==> src/rtl/stepper_pkg.sv <==
// Shared types and phase patterns for the three-phase half-step sequencer.
package stepper_pkg;

    localparam logic [2:0] PH_A  = 3'b100;
    localparam logic [2:0] PH_AB = 3'b110;
    localparam logic [2:0] PH_B  = 3'b010;
    localparam logic [2:0] PH_BC = 3'b011;
    localparam logic [2:0] PH_C  = 3'b001;
    localparam logic [2:0] PH_CA = 3'b101;

    // 3-bit phase index; codes 6 and 7 are illegal and recover to PI_0
    typedef enum logic [2:0] {
        PI_0 = 3'd0,
        PI_1 = 3'd1,
        PI_2 = 3'd2,
        PI_3 = 3'd3,
        PI_4 = 3'd4,
        PI_5 = 3'd5
    } phase_t;

    function automatic logic [2:0] phase_decode(input phase_t p);
        logic [2:0] pat;
        case (p)
            PI_0:    pat = PH_A;
            PI_1:    pat = PH_AB;
            PI_2:    pat = PH_B;
            PI_3:    pat = PH_BC;
            PI_4:    pat = PH_C;
            PI_5:    pat = PH_CA;
            default: pat = PH_A;
        endcase
        return pat;
    endfunction

endpackage

==> src/rtl/step_tick.sv <==
// STEP_DIV prescaler: one-cycle tick every STEP_DIV cycles, cleared by CR.
module step_tick #(
    parameter int unsigned STEP_DIV = 1
) (
    input  logic CP,
    input  logic CR,
    output logic tick
);

    localparam logic [15:0] LAST = 16'(STEP_DIV - 1);

    logic [15:0] cnt;

    // With STEP_DIV=1 the counter stays at 0 and tick is permanently high
    assign tick = (cnt == LAST);

    always_ff @(posedge CP) begin
        if (CR)
            cnt <= '0;
        else if (tick)
            cnt <= '0;
        else
            cnt <= cnt + 16'd1;
    end

endmodule

==> src/rtl/stepper_ctrl.sv <==
// Three-phase six-beat stepper phase sequencer with registered coil enables.
// Optional macro STEPPER_SYNC_EN adds a 2-flop synchronizer on Sin.
module stepper_ctrl
    import stepper_pkg::*;
#(
    parameter int unsigned STEP_DIV = 1
) (
    input  logic       CP,
    input  logic       CR,
    input  logic       Sin,
    output logic [2:0] Out
);

    phase_t     p;
    phase_t     p_next;
    logic [2:0] out_next;
    logic       sin_s;
    logic       tick;

    step_tick #(.STEP_DIV(STEP_DIV)) u_tick (
        .CP   (CP),
        .CR   (CR),
        .tick (tick)
    );

`ifdef STEPPER_SYNC_EN
    logic [1:0] sync;

    always_ff @(posedge CP) begin
        if (CR)
            sync <= '1;
        else
            sync <= {sync[0], Sin};
    end

    assign sin_s = sync[1];
`else
    assign sin_s = Sin;
`endif

    always_comb begin
        p_next = p;
        case (p)
            PI_0:    if (tick) p_next = sin_s ? PI_1 : PI_5;
            PI_1:    if (tick) p_next = sin_s ? PI_2 : PI_0;
            PI_2:    if (tick) p_next = sin_s ? PI_3 : PI_1;
            PI_3:    if (tick) p_next = sin_s ? PI_4 : PI_2;
            PI_4:    if (tick) p_next = sin_s ? PI_5 : PI_3;
            PI_5:    if (tick) p_next = sin_s ? PI_0 : PI_4;
            default: p_next = PI_0;
        endcase
        // Out is decoded from the next index so it changes on the tick edge itself
        out_next = phase_decode(p_next);
    end

    always_ff @(posedge CP) begin
        if (CR) begin
            p   <= PI_0;
            Out <= PH_A;
        end else begin
            p   <= p_next;
            Out <= out_next;
        end
    end

endmodule

==> config.mk <==
export PLATFORM = sky130hd
export DESIGN_NAME = stepper_ctrl
export DESIGN_NICKNAME = d
export VERILOG_FILES = /design/src/rtl/stepper_pkg.sv /design/src/rtl/step_tick.sv /design/src/rtl/stepper_ctrl.sv
export SDC_FILE = /design/constraint.sdc
export NUM_CORES = 1
export LEC_CHECK = 0
export ABC_AREA = 1
export BUFFER_PORTS_ARGS = -buffer_cell sky130_fd_sc_hd__buf_2
export CAP_MARGIN = 10
export CORE_MARGIN = 2
export CORE_UTILIZATION = 50
export DETAILED_ROUTE_END_ITERATION = 10
export PLACE_DENSITY = 0.76
export REMOVE_ABC_BUFFERS = 1
export SYNTH_ARGS = -nofsm -noshare
export SYNTH_HDL_FRONTEND = slang
export SYNTH_SLANG_ARGS = --single-unit
export TNS_END_PERCENT = 50
==> constraint.sdc <==
create_clock -name CP -period 3.3 [get_ports CP]
set_clock_uncertainty 0.15 [all_clocks]
set_input_delay 0.33 -clock CP [delete_from_list [all_inputs] [get_ports CP]]
set_output_delay 0.33 -clock CP [all_outputs]
set_load 0.01 [all_outputs]
# Word-level counts from Yosys, hierarchy flattened
# Cells that the tools add are included.
[op_classes] eq_ne=10 addsub=1 n_reduce_logical=3 n_mux=14
[op_table] operator="3-bit two-way mux" count=10
[op_table] operator="3-bit one-hot mux with 6 select lines" count=1
[op_table] operator="16-bit by 1-bit adder with 16-bit output (second input constant)" count=1
[op_table] operator="16-bit logical NOT" count=1
[op_table] operator="3-bit one-hot mux with 5 select lines" count=1
[op_table] operator="3-bit by 2-bit equality test with 1-bit output (second input constant)" count=4
[op_table] operator="3-bit equality test (second input constant)" count=4
[op_table] operator="3-bit by 1-bit equality test with 1-bit output (second input constant)" count=2
[op_table] operator="2-bit two-way mux" count=2
[op_table] operator="3-bit logical NOT" count=1
[op_table] operator="2-bit OR reduction" count=1
[word_totals] word_cells=31 in_bits=3 register_bits=22 out_inout_bits=3

# Depth between registers and ports, before layout
# Gate-level depths: netlist (run 1).
[depth] depth_word=5 mapped_depth=12 depth_no_buf=12

# By module
# Synthesis (run 1) repeated with hierarchy kept, for this count alone.
[unflattened] hier_cells=184 area_unflattened_um2=1187.4
[modules_own_cells] module="step_tick" n_inst=1 area_each_um2=873.3 cells_each=129
[modules_own_cells] module="stepper_ctrl" n_inst=1 area_each_um2=314.1 cells_each=55

# Least setup slack after synthesis (run 1)
# Ideal clock, no wire load.
[synth_timing] path_kind="register to register" from="reg u_tick.cnt[0]" to="reg Out[1]" setup_slack_ns=1.772 synth_period_minus_slack_ns=1.528 setup_time_ns=0.118 t_required_ns=3.032 path_stages_with_launch=11 arrival_time_ns=1.260 path_cell_list="dfxtp_1 inv_1 ha_1 inv_1 nor2_1 nand2_1 nor2_4 nand2_4 a21oi_2 nand2_2 a21boi_2"
[synth_between] elab_chain_cells=5 elab_cells_between_ends=14 cone_classes="eq/ne: 5; mux: 8; reduce/logical: 1"
[synth_rtl] item="start: declaration" line_no="step_tick.sv:12" source="logic [15:0] cnt;"
[synth_rtl] item="start signal: assignment" line_no="step_tick.sv:23" source="cnt <= cnt + 16'd1;"
[synth_rtl] item="16-bit logical NOT (*)" line_no="step_tick.sv:15" source="assign tick = (cnt == LAST);"
[synth_rtl] item="3-bit two-way mux (tied with other cells)" line_no="stepper_ctrl.sv:49" source="PI_5: if (tick) p_next = sin_s ? PI_0 : PI_4;"
[synth_rtl] item="3-bit one-hot mux with 6 select lines (*)" line_no="stepper_ctrl.sv:43" source="case (p)"
[synth_rtl] item="3-bit equality test (tied with other cells)" line_no="stepper_pkg.sv:23" source="case (p)"
[synth_rtl] item="3-bit one-hot mux with 5 select lines (*)" line_no="stepper_pkg.sv:23"
[synth_rtl] item="end signal: assignment" line_no="stepper_ctrl.sv:62" source="Out <= out_next;"
[synth_rtl] item="end: declaration" line_no="stepper_ctrl.sv:11" source="output logic [2:0] Out"
# Mark *: on every way between the ends. The rest lies on a longest branch, timed or not.
# A chain may end at the register's enable or synchronous reset.

# Final worst setup path (run 1)
[layout_timing] from="reg u_tick.cnt[0]" to="reg u_tick.cnt[10]"
[layout_between] elab_chain_cells=2 elab_cells_between_ends=3 cone_classes="add/sub: 1; reduce/logical: 2"
[layout_rtl] item="branches (longest 2 deep; another with 16-bit by 1-bit adder with 16-bit output)"
# Parallel ways; which one is timed is not known.

==> impl_metrics.json, run 1 <==
{
  "ys_seq_elements": 22,
  "min_path_type": "input pin to register",
  "power_density_mw_per_mm2": 382,
  "cts_tree": "built",
  "crit_required_ps": 3360,
  "peakVddDrop_v": 0.000253,
  "num-nets-final": 174,
  "clkTransAtPathRegs_ps": 130,
  "fin_util_pct": 56.4,
  "drtAntennaViolNets": 0,
  "yosysTopAreaCell": "dfxtp_1",
  "yosys_warnings": 0,
  "die_area_sq_mm": 0.00273,
  "status": "finished, final reports clean",
  "final_cell_area_sq_mm": 0.00125,
  "path_max_fanout": 11,
  "hold_start": "CR",
  "place_area_sq_mm": 0.00121,
  "antenna_found_initial": 0,
  "ctsLongestPathBuffers": 2,
  "grt_pass1_wl_um": 3550,
  "fp.coreArea_sq_mm": 0.00221,
  "die_w_um": 52.2,
  "max_freq_mhz": 515,
  "gp_congestion": 0.776,
  "rsz0062_at_grt": "false",
  "dp_hpwl_um": 1640,
  "syn2layout_area_growth_pct": 7.31,
  "power.leakage_nw": 0.537,
  "placed_cells": 192,
  "h-tree-depth": 1,
  "die_y_um": 52.2,
  "ctsResizeCount": 0,
  "synth.avg_cell_area_sq_um": 7.27,
  "start_util_pct": 52.6,
  "cts_post_setup_buffers_inserted": 0,
  "synth_top_cells_by_area": "dfxtp_1, nand2_1, inv_1",
  "syn_inst": 160,
  "clock_sinks": 22,
  "cp-start-kind": "register",
  "synth_cell_types": 29,
  "wl_per_cell_um": 10.6,
  "final_cells": 196,
  "nFillCells": 216,
  "numCtsBuffers": 3,
  "final.period_utilization_pct": 58.8,
  "cts_hold_buf": 0,
  "startpoint": "u_tick.cnt[0]",
  "drive_gt1_share_pct": 19.6,
  "regToRegStartpoint": "u_tick.cnt[0]",
  "diodes": 0,
  "max_cap_violations": 0,
  "initialDrtViolationCount": 17,
  "hold_ws_ps": 38.3,
  "synth_seq_area_share_pct": 37.8,
  "worst_pin_slew_ps": 410,
  "io_buffer_count": 5,
  "overflow": 0,
  "synth_area_sq_mm": 0.00116,
  "hold_viol_final": 0,
  "ios": 6,
  "critPathArrivalTime_ps": 2000,
  "vias_per_cell": 4.95,
  "setup_tns_ps": 0,
  "cts_root_buf": "clkbuf_4",
  "min_period_ps": 1940,
  "synth_top_area_share_pct": 37.8,
  "grt_usage_pct": 17.7,
  "setup_viol": 0,
  "slew_headroom_pct": 72.6,
  "wirelength_um": 2090,
  "finalMaxSlewViolations": 0,
  "grt_max_degree": 13,
  "drc": 0,
  "route.vias.total": 971,
  "rows": 17,
  "first_pass_iters": 4,
  "grt_pass1_vias": 845,
  "crit_type": "register to register",
  "end_kind": "register",
  "clk_latency_ps": 310
}
-- Yosys cell counts --
library cell / instances
nor3b_1: 1
a21oi_1: 11
nor2_4: 2
o21a_1: 2
buf_6: 1
clkinv_2: 1
o21ai_1: 1
a21oi_4: 1
dfxtp_1: 22
nand2_4: 1
inv_2: 3
o21ai_0: 5
nand3_1: 10
a21oi_2: 2
ha_1: 2
nand2_2: 4
nor3_2: 3
o21ai_2: 1
nor3_1: 3
nor2_1: 20
nor3_4: 1
inv_1: 23
a31oi_1: 1
nand2_1: 31
a21boi_2: 1
nor2_2: 3
nand4_1: 1
nand4_2: 1
xor2_1: 2
-- metal layers --
layer / wire [um] / share of wire (%) / GRT usage (%)
met1: 942 / 45 / 21.9
met2: 1070 / 52 / 30.4
met3: 50 / 2.4 / 3.43
met4: 17 / 0.82 / 6.41
met5: 0 / 0 / 0
-- through the flow --
| stage | setup WS, ps | power [mW] |
|---|---|---|
| 4_1_cts | 1350 | 0.480 |
| 2_1_floorplan | 1630 | 0.320 |
| 3_3_place_gp | 1460 | 0.331 |
| 6_report | 1360 | 0.477 |
| 3_5_place_dp | 1370 | 0.333 |
| 5_1_grt | 1150 | 0.495 |
-- worst paths after layout --
check	slack [ps]	endpoint	depth (start not counted)
max	1360	u_tick.cnt[10]	11
min reg2reg	360	u_tick.cnt[9]	2
max reg2reg	1360	u_tick.cnt[10]	11
min	40	Out[0]	2
-- cells in the final DEF (no fill, tap or decap), types with 3 or more instances in the layout --
cell type	count
a21oi_1	11
buf_2	5
clkbuf_4	3
dfxtp_1	22
inv_1	23
inv_2	3
nand2_1	31
nand2_2	4
nand3_1	10
nor2_1	20
nor2_2	3
nor3_1	3
nor3_2	3
o21ai_0	5
-- cells by family (layout without fill, tap and decap cells) --
kind of cell	after synthesis	count (layout)	synth area share [%]
AOI/OAI and AO/OA	25	25	13.8
buffers and inverters	28	36	9.78
DFF	22	22	37.8
xor gates and xnor gates	2	2	1.51
adders and majority gates	2	2	2.15
and+or+nand+nor	81	81	34.9
-- critical path: stages (launching register included) --
cell,delay [ps]
dfxtp_1,360
inv_1,70
ha_1,140
inv_1,30
nor2_1,70
nand2_1,90
nor2_4,160
nand2_4,90
nand2_1,330
inv_1,190
o21ai_0,110
a21oi_1,60
-- power breakdown --
| group | total [mW] | internal, mW | leakage (nW) | switching, mW |
|---|---|---|---|---|
| Sequential | 0.278 | 0.274 | 0.179 | 0.00380 |
| Combinational | 0.0495 | 0.0187 | 0.337 | 0.0308 |
| Clock | 0.149 | 0.0673 | 0.0210 | 0.0821 |
| Total | 0.477 | 0.360 | 0.537 | 0.117 |
-- registers in the layout (all words and copies together), names as in the netlist --
register	flops
Out	3
u_tick.cnt	16
p	3
-- layout make-up --
type | instances | area [sq um] | share of cell area, %
clock buffer | 4 | 36.3 | 2.91
inverter | 27 | 103 | 8.22
multi-input combinational | 110 | 609 | 48.8
sequential | 22 | 440 | 35.3
tap | 28 | 35.0 | 2.81
timing repair buffer | 5 | 25.0 | 2.00
Note: power is estimated with default switching activity, not from simulation.
==> inputs of run 2 (changes only) <==
- PLACE_DENSITY: 0.76 -> 0.79
- clock period: 3.3 -> 1.6 ns (I/O delays scaled with it)
==> impl_metrics.json, run 2 (synthesis gave the netlist of run 1 again) <==
{
  "critPathTopFamily": "simple AND/OR/NAND/NOR gates",
  "numCtsBuffers": 3,
  "top_regs": "u_tick.cnt: 16 flops, Out: 3 flops, p: 3 flops",
  "fin_ws_ps": -48.8,
  "min_period_ps": 1650,
  "diodes": 0,
  "io_buffer_count": 5,
  "h-tree-depth": 1,
  "crit_required_ps": 1670,
  "max_cap_violations": 0,
  "cts_root_buf": "clkbuf_4",
  "cts_tree": "built",
  "hold_viol_final": 0,
  "fin_util_pct": 61.9,
  "setup_viol": 11,
  "overflow": 0,
  "largest_reg_flops": 16,
  "place_area_sq_mm": 0.00125,
  "final.period_utilization_pct": 103,
  "final_cells": 202,
  "path_max_fanout": 5,
  "die_area_sq_mm": 0.00273,
  "cpPeakStageDelay_ps": 340,
  "placed_cells": 197,
  "initialDrtViolationCount": 19,
  "rows": 17,
  "drtAntennaViolNets": 0,
  "ctsLongestPathBuffers": 2,
  "power_density_mw_per_mm2": 810,
  "slowest_stage": "dfxtp_2",
  "min_path_type": "input pin to register",
  "rsz0062_at_grt": "true",
  "grt_pass1_vias": 1022,
  "preCtsSetupSlack_ps": -17.6,
  "drc": 0,
  "die_y_um": 52.2,
  "route.vias.total": 1022,
  "start_util_pct": 52.6,
  "setup_tns_ps": -151,
  "vias_per_cell": 5.06,
  "first_pass_iters": 4,
  "status": "finished, violations left",
  "finalMaxSlewViolations": 0,
  "drive_gt1_share_pct": 30.5,
  "min_path_cells": 6,
  "cts_post_setup_buffers_inserted": 0,
  "critPathArrivalTime_ps": 1720,
  "hold_ws_ps": 181,
  "antenna_found_initial": 0,
  "dp_hpwl_um": 1790,
  "cp-start-kind": "register",
  "final_cell_mix": "nand2_1, dfxtp_1, inv_1, nor2_1, a21oi_1",
  "violations": "setup timing",
  "total_power_mw": 1.11,
  "gp_congestion": 0.893,
  "wl_per_cell_um": 11.9,
  "cp.depth": 10,
  "worst_pin_slew_ps": 288,
  "peakVddDrop_v": 0.000449,
  "grt_usage_pct": 19.9,
  "slew_headroom_pct": 80.7,
  "top_register": "u_tick.cnt",
  "syn2layout_area_growth_pct": 17.6,
  "power.leakage_nw": 0.579,
  "grt_max_degree": 14,
  "critPathBufInv": 2,
  "cp_cell_sequence": "inv_2 > ha_4 > inv_1 > nor2_1 > nand2_1 > nor2_4 > nand2_4 > a21oi_2 > nand2_2 > a21boi_2",
  "clk_latency_ps": 310,
  "end_kind": "register",
  "fp.coreArea_sq_mm": 0.00221,
  "r2r_cells": 10,
  "wirelength_um": 2400,
  "mostFrequentLayoutCell": "nand2_1",
  "clkTransAtPathRegs_ps": 120,
  "ios": 6,
  "die_w_um": 52.2,
  "clock_sinks": 22,
  "final_cell_area_sq_mm": 0.00137,
  "crit_type": "register to register",
  "max_freq_mhz": 606,
  "num-nets-final": 180,
  "grt_pass1_wl_um": 4000
}
==> run 2: worst paths after layout <==
check,startpoint,to,slack [ps]
setup / recovery,u_tick.cnt[0],Out[1],-50
hold / removal,Sin,Out[0],180
setup reg to reg,u_tick.cnt[0],Out[1],-50
hold reg to reg,u_tick.cnt[2],u_tick.cnt[2],360
==> run 2: area by class of cell <==
class | instances | area [sq um]
Fill cell | 198 | 843
Clock buffer | 3 | 22.5
Inverter | 27 | 103
Timing Repair Buffer | 11 | 76.3
Multi-Input combinational cell | 110 | 659
Sequential cell | 22 | 443
Tap cell | 28 | 35.0
Clock inverter | 1 | 30.0
==> run 2: worst min-delay path, cell delays in order <==
cell and delay, ps:
buf_2 100, nand3_2 80, nand2_1 60, nand2_1 70, nand2_2 90, a21oi_2 50
==> run 2: what timing repair did <==
action | 4_1_cts | 5_1_grt
cloned | 0 | 0
endpoints found under the hold margin | 3 | 0
endpoints found under the setup margin | 6 | 22
resized for setup | 3 | 15
pin swaps | 0 | 1
hold buffers | 1 | 0
==> run 2: where the power goes <==
group          leakage (nW)  total, mW  internal [mW]  switching, mW
Sequential            0.180      0.575          0.566        0.00879
Clock                0.0279      0.424          0.253          0.171
Combinational         0.371      0.110         0.0422         0.0674
Total                 0.579       1.11          0.861          0.247
==> run 2: routing by layer <==
| metal | GRT usage, % | up-vias | wire, um |
|---|---|---|---|
| met2 | 34.6 | 18 | 1260 |
| met3 | 3.71 | 4 | 60 |
| met5 | 0 | - | 0 |
| li1 | - | 534 | - |
| met1 | 23.6 | 466 | 1050 |
| met4 | 9.40 | 0 | 28 |
